**src/rtl/mem_arbiter_if.sv**
```systemverilog
`default_nettype none
// ============================================================================
// Module      : mem_arbiter_if
// Description : Bundles the fetch port, the data port and the single-port
//               memory port of the memory arbiter.
//               slave  - the arbiter's view.
//               master - the environment's view (requesters plus memory).
// Revision    : 1.0 - initial release
// ============================================================================
interface mem_arbiter_if;

    // Instruction-fetch port
    logic        if_req_valid;
    logic [31:0] if_req_addr;
    logic        if_req_ready;
    logic        if_resp_valid;
    logic [31:0] if_resp_rdata;
    logic        if_resp_err;

    // Data port
    logic        d_req_valid;
    logic        d_req_we;
    logic [31:0] d_req_addr;
    logic [31:0] d_req_wdata;
    logic [3:0]  d_req_wstrb;
    logic        d_req_ready;
    logic        d_resp_valid;
    logic [31:0] d_resp_rdata;
    logic        d_resp_err;

    // Single-port memory
    logic        mem_en;
    logic [3:0]  mem_we;
    logic [31:0] mem_addr;
    logic [31:0] mem_wdata;
    logic [31:0] mem_rdata;

    modport slave (
        input  if_req_valid, if_req_addr,
        output if_req_ready, if_resp_valid, if_resp_rdata, if_resp_err,
        input  d_req_valid, d_req_we, d_req_addr, d_req_wdata, d_req_wstrb,
        output d_req_ready, d_resp_valid, d_resp_rdata, d_resp_err,
        output mem_en, mem_we, mem_addr, mem_wdata,
        input  mem_rdata
    );

    modport master (
        output if_req_valid, if_req_addr,
        input  if_req_ready, if_resp_valid, if_resp_rdata, if_resp_err,
        output d_req_valid, d_req_we, d_req_addr, d_req_wdata, d_req_wstrb,
        input  d_req_ready, d_resp_valid, d_resp_rdata, d_resp_err,
        input  mem_en, mem_we, mem_addr, mem_wdata,
        output mem_rdata
    );

endinterface
`default_nettype wire

```
**src/rtl/mem_arbiter.sv**
```systemverilog
`default_nettype none
// ============================================================================
// Module      : mem_arbiter
// Description : Round-robin arbiter sharing one single-port memory between an
//               instruction-fetch requester and a data requester. One access
//               is outstanding at a time; misaligned requests are answered
//               with an error response without touching memory.
// Revision    : 1.0 - initial release
// ============================================================================
module mem_arbiter #(
    parameter int MEM_LAT = 1          // cycles from mem_en to valid mem_rdata, 1..4
) (
    input  logic          clk,
    input  logic          rst_n,
    mem_arbiter_if.slave  bus
);

    typedef enum logic [1:0] {
        ST_IDLE = 2'd0,
        ST_WAIT = 2'd1,
        ST_RESP = 2'd2
    } state_t;

    // Value of the wait counter in the cycle where mem_rdata is valid
    localparam logic [1:0] c_LAT_LAST = 2'(MEM_LAT - 1);

    state_t      r_state;
    state_t      w_state_nxt;
    logic [1:0]  r_cnt;
    logic [1:0]  w_cnt_nxt;

    logic        r_last_d;       // last grant went to the data port
    logic        r_gnt_d;        // outstanding access belongs to the data port
    logic        r_we;           // outstanding access is a store

    logic [31:0] r_if_rdata;
    logic        r_if_err;
    logic [31:0] r_d_rdata;
    logic        r_d_err;

    logic        w_idle;
    logic        w_gnt_d;
    logic        w_if_acc;
    logic        w_d_acc;
    logic        w_acc;
    logic [31:0] w_addr;
    logic        w_mis;
    logic        w_mem_acc;
    logic        w_capture;

    // ------------------------------------------------------------------
    // Arbitration: data wins when alone or when fetch had the last grant
    // ------------------------------------------------------------------
    assign w_idle    = (r_state == ST_IDLE);
    assign w_gnt_d   = bus.d_req_valid & (~bus.if_req_valid | ~r_last_d);
    assign w_if_acc  = w_idle & bus.if_req_valid & ~w_gnt_d;
    assign w_d_acc   = w_idle & w_gnt_d;
    assign w_acc     = w_if_acc | w_d_acc;
    assign w_addr    = w_gnt_d ? bus.d_req_addr : bus.if_req_addr;
    assign w_mis     = (w_addr[1:0] != 2'b00);
    assign w_mem_acc = w_acc & ~w_mis;
    assign w_capture = (r_state == ST_WAIT) && (r_cnt == c_LAT_LAST);

    assign bus.if_req_ready = w_if_acc;
    assign bus.d_req_ready  = w_d_acc;

    // ------------------------------------------------------------------
    // Memory strobes exist only in the cycle of an aligned accept
    // ------------------------------------------------------------------
    assign bus.mem_en    = w_mem_acc;
    assign bus.mem_we    = (w_mem_acc & w_gnt_d & bus.d_req_we) ? bus.d_req_wstrb : 4'b0000;
    assign bus.mem_addr  = w_mem_acc ? {w_addr[31:2], 2'b00} : 32'd0;
    assign bus.mem_wdata = (w_mem_acc & w_gnt_d) ? bus.d_req_wdata : 32'd0;

    // ------------------------------------------------------------------
    // Response outputs: one-cycle pulse in RESP, payload held in registers
    // ------------------------------------------------------------------
    assign bus.if_resp_valid = (r_state == ST_RESP) & ~r_gnt_d;
    assign bus.d_resp_valid  = (r_state == ST_RESP) &  r_gnt_d;
    assign bus.if_resp_rdata = r_if_rdata;
    assign bus.if_resp_err   = r_if_err;
    assign bus.d_resp_rdata  = r_d_rdata;
    assign bus.d_resp_err    = r_d_err;

    // State register and latency counter
    always_ff @(posedge clk or negedge rst_n) begin
        if (!rst_n) begin
            r_state <= ST_IDLE;
            r_cnt   <= 2'd0;
        end else begin
            r_state <= w_state_nxt;
            r_cnt   <= w_cnt_nxt;
        end
    end

    // Next-state logic: misaligned accepts skip the memory wait entirely
    always_comb begin
        w_state_nxt = r_state;
        w_cnt_nxt   = r_cnt;
        case (r_state)
            ST_IDLE: begin
                if (w_acc) begin
                    w_cnt_nxt   = 2'd0;
                    w_state_nxt = w_mis ? ST_RESP : ST_WAIT;
                end
            end
            ST_WAIT: begin
                if (r_cnt == c_LAT_LAST) begin
                    w_cnt_nxt   = 2'd0;
                    w_state_nxt = ST_RESP;
                end else begin
                    w_cnt_nxt   = r_cnt + 2'd1;
                end
            end
            ST_RESP: begin
                w_state_nxt = ST_IDLE;
            end
            default: begin
                w_state_nxt = ST_IDLE;
                w_cnt_nxt   = 2'd0;
            end
        endcase
    end

    // Grant bookkeeping, recorded on every accept including misaligned ones
    always_ff @(posedge clk or negedge rst_n) begin
        if (!rst_n) begin
            r_last_d <= 1'b0;
            r_gnt_d  <= 1'b0;
            r_we     <= 1'b0;
        end else if (w_acc) begin
            r_last_d <= w_gnt_d;
            r_gnt_d  <= w_gnt_d;
            r_we     <= w_gnt_d & bus.d_req_we;
        end
    end

    // Response payload: error on misaligned accept, memory data on capture
    always_ff @(posedge clk or negedge rst_n) begin
        if (!rst_n) begin
            r_if_rdata <= 32'd0;
            r_if_err   <= 1'b0;
            r_d_rdata  <= 32'd0;
            r_d_err    <= 1'b0;
        end else if (w_acc && w_mis) begin
            if (w_gnt_d) begin
                r_d_rdata <= 32'd0;
                r_d_err   <= 1'b1;
            end else begin
                r_if_rdata <= 32'd0;
                r_if_err   <= 1'b1;
            end
        end else if (w_capture) begin
            if (r_gnt_d) begin
                r_d_rdata <= r_we ? 32'd0 : bus.mem_rdata;
                r_d_err   <= 1'b0;
            end else begin
                r_if_rdata <= bus.mem_rdata;
                r_if_err   <= 1'b0;
            end
        end
    end

endmodule
`default_nettype wire

```
**src/flat_wrapper.sv**
```systemverilog
// flat-port wrapper written by rule: the top's interface ports become plain ports
module mem_arbiter_flat 
#(
    parameter int MEM_LAT = 1                                                        
)
  (clk, rst_n, bus_if_req_valid, bus_if_req_addr, bus_if_req_ready, bus_if_resp_valid, bus_if_resp_rdata, bus_if_resp_err, bus_d_req_valid, bus_d_req_we, bus_d_req_addr, bus_d_req_wdata, bus_d_req_wstrb, bus_d_req_ready, bus_d_resp_valid, bus_d_resp_rdata, bus_d_resp_err, bus_mem_en, bus_mem_we, bus_mem_addr, bus_mem_wdata, bus_mem_rdata);
  mem_arbiter_if bus_i ();
  input  logic clk;
  input  logic rst_n;
  input wire logic [$bits(bus_i.if_req_valid)-1:0] bus_if_req_valid;
  input wire logic [$bits(bus_i.if_req_addr)-1:0] bus_if_req_addr;
  output wire logic [$bits(bus_i.if_req_ready)-1:0] bus_if_req_ready;
  output wire logic [$bits(bus_i.if_resp_valid)-1:0] bus_if_resp_valid;
  output wire logic [$bits(bus_i.if_resp_rdata)-1:0] bus_if_resp_rdata;
  output wire logic [$bits(bus_i.if_resp_err)-1:0] bus_if_resp_err;
  input wire logic [$bits(bus_i.d_req_valid)-1:0] bus_d_req_valid;
  input wire logic [$bits(bus_i.d_req_we)-1:0] bus_d_req_we;
  input wire logic [$bits(bus_i.d_req_addr)-1:0] bus_d_req_addr;
  input wire logic [$bits(bus_i.d_req_wdata)-1:0] bus_d_req_wdata;
  input wire logic [$bits(bus_i.d_req_wstrb)-1:0] bus_d_req_wstrb;
  output wire logic [$bits(bus_i.d_req_ready)-1:0] bus_d_req_ready;
  output wire logic [$bits(bus_i.d_resp_valid)-1:0] bus_d_resp_valid;
  output wire logic [$bits(bus_i.d_resp_rdata)-1:0] bus_d_resp_rdata;
  output wire logic [$bits(bus_i.d_resp_err)-1:0] bus_d_resp_err;
  output wire logic [$bits(bus_i.mem_en)-1:0] bus_mem_en;
  output wire logic [$bits(bus_i.mem_we)-1:0] bus_mem_we;
  output wire logic [$bits(bus_i.mem_addr)-1:0] bus_mem_addr;
  output wire logic [$bits(bus_i.mem_wdata)-1:0] bus_mem_wdata;
  input wire logic [$bits(bus_i.mem_rdata)-1:0] bus_mem_rdata;
  assign bus_i.if_req_valid = bus_if_req_valid;
  assign bus_i.if_req_addr = bus_if_req_addr;
  assign bus_if_req_ready = bus_i.if_req_ready;
  assign bus_if_resp_valid = bus_i.if_resp_valid;
  assign bus_if_resp_rdata = bus_i.if_resp_rdata;
  assign bus_if_resp_err = bus_i.if_resp_err;
  assign bus_i.d_req_valid = bus_d_req_valid;
  assign bus_i.d_req_we = bus_d_req_we;
  assign bus_i.d_req_addr = bus_d_req_addr;
  assign bus_i.d_req_wdata = bus_d_req_wdata;
  assign bus_i.d_req_wstrb = bus_d_req_wstrb;
  assign bus_d_req_ready = bus_i.d_req_ready;
  assign bus_d_resp_valid = bus_i.d_resp_valid;
  assign bus_d_resp_rdata = bus_i.d_resp_rdata;
  assign bus_d_resp_err = bus_i.d_resp_err;
  assign bus_mem_en = bus_i.mem_en;
  assign bus_mem_we = bus_i.mem_we;
  assign bus_mem_addr = bus_i.mem_addr;
  assign bus_mem_wdata = bus_i.mem_wdata;
  assign bus_i.mem_rdata = bus_mem_rdata;
  mem_arbiter #(.MEM_LAT(MEM_LAT)) u_core (.clk(clk), .rst_n(rst_n), .bus(bus_i));
endmodule
```
**config.mk**
```make
export PLATFORM = sky130hd
export DESIGN_NAME = mem_arbiter_flat
export DESIGN_NICKNAME = d
export VERILOG_FILES = /design/src/rtl/mem_arbiter_if.sv /design/src/rtl/mem_arbiter.sv /design/src/flat_wrapper.sv
export SDC_FILE = /design/constraint.sdc
export NUM_CORES = 1
export LEC_CHECK = 0
export ABC_CLOCK_PERIOD_IN_PS = 2300
export BUFFER_PORTS_ARGS = -buffer_cell sky130_fd_sc_hd__buf_2
export CAP_MARGIN = 20
export CORE_AREA = 5 5 103 105
export DETAILED_ROUTE_END_ITERATION = 16
export DIE_AREA = 0 0 108 110
export PLACE_DENSITY = 0.76
export SKIP_LAST_GASP = 1
export SLEW_MARGIN = 25
export SYNTH_ARGS = -nofsm -noshare
export SYNTH_HDL_FRONTEND = slang
export SYNTH_SLANG_ARGS = --single-unit
export TNS_END_PERCENT = 5
```
**constraint.sdc**
```tcl
create_clock -name clk -period 2.3 [get_ports clk]
set_clock_uncertainty 0.1 [all_clocks]
set_input_delay 0.115 -clock clk [delete_from_list [all_inputs] [get_ports clk]]
set_output_delay 0.115 -clock clk [all_outputs]
set_load 0.01 [all_outputs]
```
Word-level counts from Yosys, hierarchy flattened:

Index checks and enable logic that the tools add are counted.

* bits in registers: 72
* bits of input ports: 137
* output and inout port bits: 139
* logic and storage cells: 72

* add/subtract/negate cells: 1
* eq/ne operators: 7
* mux-type cells: 28
* bitwise gates (word level): 17
* reductions and logical operators: 11

Operators by type and width (count)
* $mux W32: 12
* $and A1 B1 Y1: 10
* $mux W2: 5
* $mux W1: 8
* $ne A2 B2 Y1 const B: 4
* $pmux W2 S3: 1
* $reduce_and A3 Y1: 2
* $reduce_bool A2 Y1: 3
* $not A1 Y1: 5
* $logic_not A2 Y1: 2
* $mux W4: 1
* $pmux W2 S2: 1
* $reduce_and A2 Y1: 2
* $add A2 B1 Y2 const B: 1
* $eq A2 B1 Y1 const B: 1
* $eq A2 B2 Y1 const B: 1
* $logic_and A1 B1 Y1: 2
* $ne A2 B1 Y1 const B: 1
* $or A1 B1 Y1: 2

Logic depth before layout (Yosys ltp):

* depth in word-level cells: 10
* depth in mapped cells: 7
* depth with buffers taken out: 6

Worst setup path after synthesis:

Ideal clock, no wire load.

* path kind: register to output
* start point: reg u_core.r_last_d
* end point: out bus_mem_addr[10]
* arrival time: 1.596 ns
* slack: 0.489 ns
* stages on the path, launching flop included: 8
* cells stage by stage: dfrtp_1 -> a21bo_1 -> buf_4 -> mux2i_4 -> or2_1 -> buf_2 -> buf_2 -> a21oi_1

* longest elaborated chain between the ends: 8

RTL lines
* from (decl): line mem_arbiter.sv:32 `logic r_last_d;`
* from (signal assigned): line mem_arbiter.sv:132 `r_last_d <= w_gnt_d;`
* $not A1 Y1 *
* $or A1 B1 Y1 *: line mem_arbiter.sv:55 `assign w_gnt_d = bus.d_req_valid & (~bus.if_req_valid | ~r_last_d);`
* $and A1 B1 Y1 *: line mem_arbiter.sv:55
* $not A1 Y1 / $mux W32 (equally long branches): line mem_arbiter.sv:56, mem_arbiter.sv:59
* $and A1 B1 Y1 / $reduce_bool A2 Y1 (equally long branches): line mem_arbiter.sv:56, mem_arbiter.sv:60
* $or A1 B1 Y1 / $not A1 Y1 (equally long branches): line mem_arbiter.sv:58, mem_arbiter.sv:61
* $and A1 B1 Y1: line mem_arbiter.sv:61 `assign w_mem_acc = w_acc & ~w_mis;`
* $mux W32 *: line mem_arbiter.sv:72 `assign bus.mem_addr = w_mem_acc ? {w_addr[31:2], 2'b00} : 32'd0;`
* to (decl): line flat_wrapper.sv:27 `output wire logic [$bits(bus_i.mem_addr)-1:0] bus_mem_addr;`

Every way passes the cells marked *; elsewhere a longest branch is shown, timed or not.

Worst setup path in the final report:

* start point: reg u_core.r_last_d
* end point: out bus_mem_wdata[14]

* longest elaborated chain between the ends: 9

RTL lines
* $not A1 Y1 *
* $or A1 B1 Y1 *: line mem_arbiter.sv:55
* $and A1 B1 Y1 *: line mem_arbiter.sv:55
* $not A1 Y1 / $mux W32 (equally long branches): line mem_arbiter.sv:56, mem_arbiter.sv:59
* $and A1 B1 Y1 / $reduce_bool A2 Y1 (equally long branches): line mem_arbiter.sv:56, mem_arbiter.sv:60
* $or A1 B1 Y1 / $not A1 Y1 (equally long branches): line mem_arbiter.sv:58, mem_arbiter.sv:61
* $and A1 B1 Y1: line mem_arbiter.sv:61
* $and A1 B1 Y1 *: line mem_arbiter.sv:73 `assign bus.mem_wdata = (w_mem_acc & w_gnt_d) ? bus.d_req_wdata : 32'd0;`
* $mux W32 *: line mem_arbiter.sv:73
* to (decl): line flat_wrapper.sv:28 `output wire logic [$bits(bus_i.mem_wdata)-1:0] bus_mem_wdata;`

Marked as above.

==> report_table.html <==
<table>
<tr><th>Metric</th><th>Value</th></tr>
<tr><th colspan="2">Min path</th></tr>
<tr><td>Endpoint, Worst Hold</td><td>u_core.bus.if_resp_err$_DFFE_PN0P_</td></tr>
<tr><td>Hold Crit Class</td><td>input pin to flop</td></tr>
<tr><td>Min-delay src</td><td>bus_if_req_addr[1]</td></tr>
<tr><td>Hold-critical path depth</td><td>5</td></tr>
<tr><th colspan="2">Layout</th></tr>
<tr><td>Area of the multi-input gates</td><td>roughly 0.0015 mm^2</td></tr>
<tr><td>Signed area change from the synthesized netlist to the final layout</td><td>60.2%</td></tr>
<tr><td>Final-layout fill cell count</td><td>between 800 and 900</td></tr>
<tr><td>Number of nets in the finished design</td><td>~790</td></tr>
<tr><td>Fraction of final layout cells sized beyond drive strength 1</td><td>between 40% and 50%</td></tr>
<tr><td>Storage cell area</td><td>approximately 0.0018 mm^2</td></tr>
<tr><th colspan="2">Floorplan</th></tr>
<tr><td>Chip height</td><td>between 100 and 150 um</td></tr>
<tr><td>Number of top-level design ports</td><td>around 280</td></tr>
<tr><td>Die width</td><td>~110 um</td></tr>
<tr><td>Area of the die</td><td>~0.012 mm^2</td></tr>
<tr><td>Std-Cell Rows</td><td>36</td></tr>
<tr><td>Core area</td><td>about 0.0095 mm^2</td></tr>
<tr><td>Initial core utilization</td><td>36.7%</td></tr>
<tr><th colspan="2">Logic synthesis</th></tr>
<tr><td>Prevailing post-synth register cell</td><td>sky130_fd_sc_hd__dfrtp_1</td></tr>
<tr><td>Post-Syn Instances</td><td>344</td></tr>
<tr><td>Simple-gate portion of the synthesized area</td><td>between 10% and 20%</td></tr>
<tr><td>Synthesized area per cell</td><td>slightly above 10 um^2</td></tr>
<tr><td>Ys Warns</td><td>0</td></tr>
<tr><td>Complex-gate fraction of the synthesized area</td><td>24.1%</td></tr>
<tr><td>Portion of the post-synthesis area used by sequential elements</td><td>between 50 and 60%</td></tr>
<tr><td>Post-synthesis sequential element count</td><td>a little over 70</td></tr>
<tr><td>Largest family of logic cells by synthesized area</td><td>compound AO/OA/AOI/OAI gates</td></tr>
<tr><td>Post-synthesis share of cell area spent on xor and xnor gates</td><td>0%</td></tr>
<tr><td>Synth async-reset ratio</td><td>100%</td></tr>
<tr><td>Number of synthesized flops with an enable pin</td><td>0</td></tr>
<tr><td>Count of distinct cell types in the synthesized netlist</td><td>36</td></tr>
<tr><td>Multiplexer fraction of the synthesized cell area</td><td>0.643%</td></tr>
<tr><td>Adder-cell share of the synthesized area</td><td>less than 1%</td></tr>
<tr><td>Synthesized area</td><td>~0.0035 mm^2</td></tr>
<tr><th colspan="2">Pwr</th></tr>
<tr><td>Static leakage</td><td>around 3.2 nW</td></tr>
<tr><td>Net Sw Frac</td><td>approximately 38%</td></tr>
<tr><td>Power share of the combinational group</td><td>~42%</td></tr>
<tr><td>Total design power</td><td>a little under 5 mW</td></tr>
<tr><td>Internal power contribution</td><td>3.03 mW</td></tr>
<tr><td>Clock share of power</td><td>about 18%</td></tr>
<tr><td>Switch Pwr</td><td>1.83 mW</td></tr>
<tr><td>Power density cells</td><td>867 mW/mm^2</td></tr>
<tr><td>Sequential share of power</td><td>39.7%</td></tr>
<tr><td>Max rail drop VDD</td><td>about 350 uV</td></tr>
<tr><th colspan="2">Run status</th></tr>
<tr><td>Run status</td><td>finished, final reports clean</td></tr>
<tr><th colspan="2">Setup path</th></tr>
<tr><td>Crit-path max cell delay</td><td>roughly 0.39 ns</td></tr>
<tr><td>FF-to-FF path depth</td><td>6</td></tr>
<tr><td>Reg-to-reg critical path endpoint</td><td>u_core.bus.if_resp_rdata[17]$_DFFE_PN0P_</td></tr>
<tr><td>Standard cell with the maximum stage delay on the critical path</td><td>sky130_fd_sc_hd__dfrtp_1</td></tr>
<tr><td>Signal arrival time at the worst endpoint</td><td>around 2 ns</td></tr>
<tr><td>Worst setup path class</td><td>flop to primary output</td></tr>
<tr><td>Worst setup EP type</td><td>primary output</td></tr>
<tr><td>Origin of the worst setup path</td><td>u_core.r_last_d$_DFFE_PN0P_</td></tr>
<tr><td>Critical path cell sequence</td><td>a21bo_1, buf_6, nor4_4, buf_4, and2_1, buf_2</td></tr>
<tr><td>Startpoint kind of the worst setup timing path</td><td>flop</td></tr>
<tr><td>Reg-to-Reg Start</td><td>u_core.r_state[1]$_DFFE_PN0P_</td></tr>
<tr><td>Biggest fanout along the worst timing path</td><td>33</td></tr>
<tr><td>Worst endpoint required time</td><td>roughly 2.1 ns</td></tr>
<tr><td>Reg-to-reg slack, setup</td><td>around 0.27 ns</td></tr>
<tr><th colspan="2">Timing</th></tr>
<tr><td>Setup violation total in the final timing report</td><td>0</td></tr>
<tr><td>Highest clock rate</td><td>~450 MHz</td></tr>
<tr><td>Setup repair after global routing missed its margin</td><td>true</td></tr>
<tr><td>Post-layout minimum cycle time</td><td>2.23 ns</td></tr>
<tr><td>Max Transition Viols Final</td><td>0</td></tr>
<tr><td>Relative slew slack</td><td>55.9%</td></tr>
<tr><td>Final-layout setup total negative slack</td><td>0 ns</td></tr>
<tr><td>Share of the clock period used by the worst path</td><td>just under 100%</td></tr>
<tr><td>Number of hold-slack violations in the final timing report</td><td>0</td></tr>
<tr><td>Worst Tran Pin Value</td><td>around 0.66 ns</td></tr>
<tr><th colspan="2">Global routing</th></tr>
<tr><td>Pin count of the biggest net entering global routing</td><td>between 40 and 50</td></tr>
<tr><td>Global Route Usage Sum</td><td>about a quarter</td></tr>
<tr><td>Number of antenna violations at the first check in global routing</td><td>2</td></tr>
<tr><td>Number of global-route vias before repair</td><td>4128</td></tr>
<tr><td>Wire length of the first global-routing pass</td><td>22000 um</td></tr>
<tr><td>Global route total overflow</td><td>0</td></tr>
<tr><th colspan="2">Clock network</th></tr>
<tr><td>Clock root buffer</td><td>sky130_fd_sc_hd__clkbuf_8</td></tr>
<tr><td>Total number of clock tree sinks</td><td>72</td></tr>
<tr><td>Worst-path clk slew</td><td>~0.08 ns</td></tr>
<tr><td>Total clock buffers created by CTS</td><td>9</td></tr>
<tr><td>CTS H-tree depth</td><td>3</td></tr>
<tr><td>Maximum count of clock buffers along a single path</td><td>2</td></tr>
<tr><td>Clock latency at the later pin of the worst-skew pair</td><td>0.34 ns</td></tr>
<tr><td>Clock tree from TritonCTS</td><td>done</td></tr>
<tr><th colspan="2">Drt</th></tr>
<tr><td>Wire length reported by the detailed router</td><td>about 15000 um</td></tr>
<tr><td>Initial detailed-routing violation count</td><td>roughly 230</td></tr>
<tr><td>First drt pass iteration count</td><td>5</td></tr>
<tr><td>Avg WL per Cell</td><td>around 19 um</td></tr>
<tr><td>Antenna-violating nets left</td><td>0</td></tr>
<tr><td>Via Count</td><td>4007</td></tr>
<tr><td>DRC Markers</td><td>0</td></tr>
<tr><td>Via density</td><td>a little over 5</td></tr>
<tr><th colspan="2">Place</th></tr>
<tr><td>Final weighted congestion in routability-driven placement</td><td>between 0.9 and 1</td></tr>
<tr><td>Post-detailed-placement half-perimeter wirelength</td><td>~11000 um</td></tr>
<tr><td>Total of buffers placed on input and output ports</td><td>between 200 and 300</td></tr>
<tr><th colspan="2">Run</th></tr>
<tr><td>Count of maximum capacitance violations</td><td>0</td></tr>
</table>
## worst max-delay path by stage
stage / endpoint / slack, ns / depth (start not counted)
floorplan: bus_mem_addr[10] / 0.49 / 7
CTS: bus_mem_wdata[19] / -0.02 / 7
global route: bus_mem_wdata[10] / -0.06 / 6
global placement: u_core.r_state[0]$_DFFE_PN0P_ / 0.29 / 5
finish: bus_mem_wdata[14] / 0.07 / 6
detailed placement: bus_mem_addr[8] / 0.16 / 5
## critical path, delay by kind of cell, from the launching register on
family | cells | cell delay (ns)
AO/OA/AOI/OAI | 1 | 0.25
buffers and inverters | 3 | 0.56
AND/OR/NAND/NOR | 2 | 0.46
flip-flops | 1 | 0.39
## metrics by stage
step                      worst slack, ns  area (um^2)  cells  utilization [%]  hold WS [ns]
after detailed placement            0.155         5030    735             52.7        0.0937
after floorplan                     0.489         3500    345                -        -0.281
after CTS                         -0.0234         5580    788             58.4         0.120
after global routing              -0.0565         5610    791             58.7         0.123
after global placement              0.292         5030    735             52.7        0.0642
final                              0.0725         5610    791             58.7         0.133
## registers in the layout, summed over array words and instances, names as in the netlist
name,flops
u_core.bus.d_resp_err,1
u_core.bus.d_resp_rdata,32
u_core.bus.if_resp_err,1
u_core.bus.if_resp_rdata,32
u_core.r_cnt,2
u_core.r_last_d,1
u_core.r_state,2
u_core.r_we,1
## metal layers
metal | vias up | part of all wire [%] | track usage [%] | wire [um]
met5 | - | 0.067 | 0 | 10
met4 | 2 | 1.6 | 7.48 | 233
met3 | 22 | 10 | 8.50 | 1510
met2 | 248 | 49 | 40.5 | 7280
met1 | 1913 | 40 | 30.0 | 5920
li1 | 1822 | - | - | -
## cells in the mapped netlist (2+ instances only)
master,n,area share [%]
sky130_fd_sc_hd__clkbuf_1,10,1.1
sky130_fd_sc_hd__nor3_1,2,0.29
sky130_fd_sc_hd__dfrtp_1,72,51
sky130_fd_sc_hd__or2_1,2,0.36
sky130_fd_sc_hd__o21ai_0,2,0.29
sky130_fd_sc_hd__ha_1,2,0.71
sky130_fd_sc_hd__inv_1,4,0.43
sky130_fd_sc_hd__a22o_1,65,16
sky130_fd_sc_hd__a21oi_1,32,4.6
sky130_fd_sc_hd__nor2_1,7,0.75
sky130_fd_sc_hd__o22ai_1,2,0.36
sky130_fd_sc_hd__buf_6,3,0.96
sky130_fd_sc_hd__nand2_1,65,7.0
sky130_fd_sc_hd__and2_1,36,6.4
sky130_fd_sc_hd__nor4_2,2,0.71
sky130_fd_sc_hd__o21ai_1,2,0.29
sky130_fd_sc_hd__buf_4,7,1.5
sky130_fd_sc_hd__buf_2,11,1.6
## layout by cell type (no fill, tap or decap), types with 2 or more instances in the layout
cell type / netlist / routed
sky130_fd_sc_hd__o21ai_0: 2 / 2
sky130_fd_sc_hd__ha_1: 2 / 2
sky130_fd_sc_hd__dlygate4sd3_1: 0 / 37
sky130_fd_sc_hd__clkinvlp_4: 0 / 3
sky130_fd_sc_hd__nor3_1: 2 / 2
sky130_fd_sc_hd__clkbuf_8: 0 / 10
sky130_fd_sc_hd__and2_1: 36 / 34
sky130_fd_sc_hd__dfrtp_1: 72 / 71
sky130_fd_sc_hd__a21oi_1: 32 / 31
sky130_fd_sc_hd__nor2_1: 7 / 6
sky130_fd_sc_hd__buf_2: 11 / 273
sky130_fd_sc_hd__buf_4: 7 / 13
sky130_fd_sc_hd__buf_12: 0 / 3
sky130_fd_sc_hd__o22ai_1: 2 / 2
sky130_fd_sc_hd__a22o_1: 65 / 65
sky130_fd_sc_hd__o21ai_1: 2 / 2
sky130_fd_sc_hd__conb_1: 1 / 2
sky130_fd_sc_hd__inv_1: 4 / 4
sky130_fd_sc_hd__clkinv_2: 0 / 2
sky130_fd_sc_hd__nand2_1: 65 / 65
## cells by family (layout without fill, tap and decap cells)
logic type      count (synthesis)  after routing
simple gates                  121            121
buf+inv                        36            348
other cells                     1              3
fa+ha+maj                       2              2
compound gates                111            111
mux                             1              1
flops                          72             72
## what timing repair did
action                                  4_1_cts  5_1_grt
endpoints found under the setup margin       34       33
hold buffers                                 37        0
resized for setup                             2        4
gates cloned                                  0        0
hold endpoints to repair                     93        0
buffers inserted                              0        2
## area by class of cell
| cell class | instances | area share (%) |
|---|---|---|
| timing repair buffer | 327 | 34.0 |
| sequential | 72 | 32.2 |
| multi-input combinational | 237 | 27.4 |
| tap | 133 | 2.97 |
| clock buffer | 11 | 2.52 |
| clock inverter | 5 | 0.580 |
| inverter | 5 | 0.335 |
| antenna | 1 | 0.0446 |
## power by group through the flow
stage / Sequential (mW) / Clock [mW] / Combinational, mW
6_report: 1.93 / 0.883 / 2.05
2_1_floorplan: 2.09 / 0 / 0.869
3_3_place_gp: 1.92 / 0 / 1.90
3_5_place_dp: 1.94 / 0 / 1.93
4_1_cts: 1.92 / 0.921 / 2.01
5_1_grt: 1.97 / 0.980 / 2.21
Note: power is estimated with default switching activity, not from simulation.
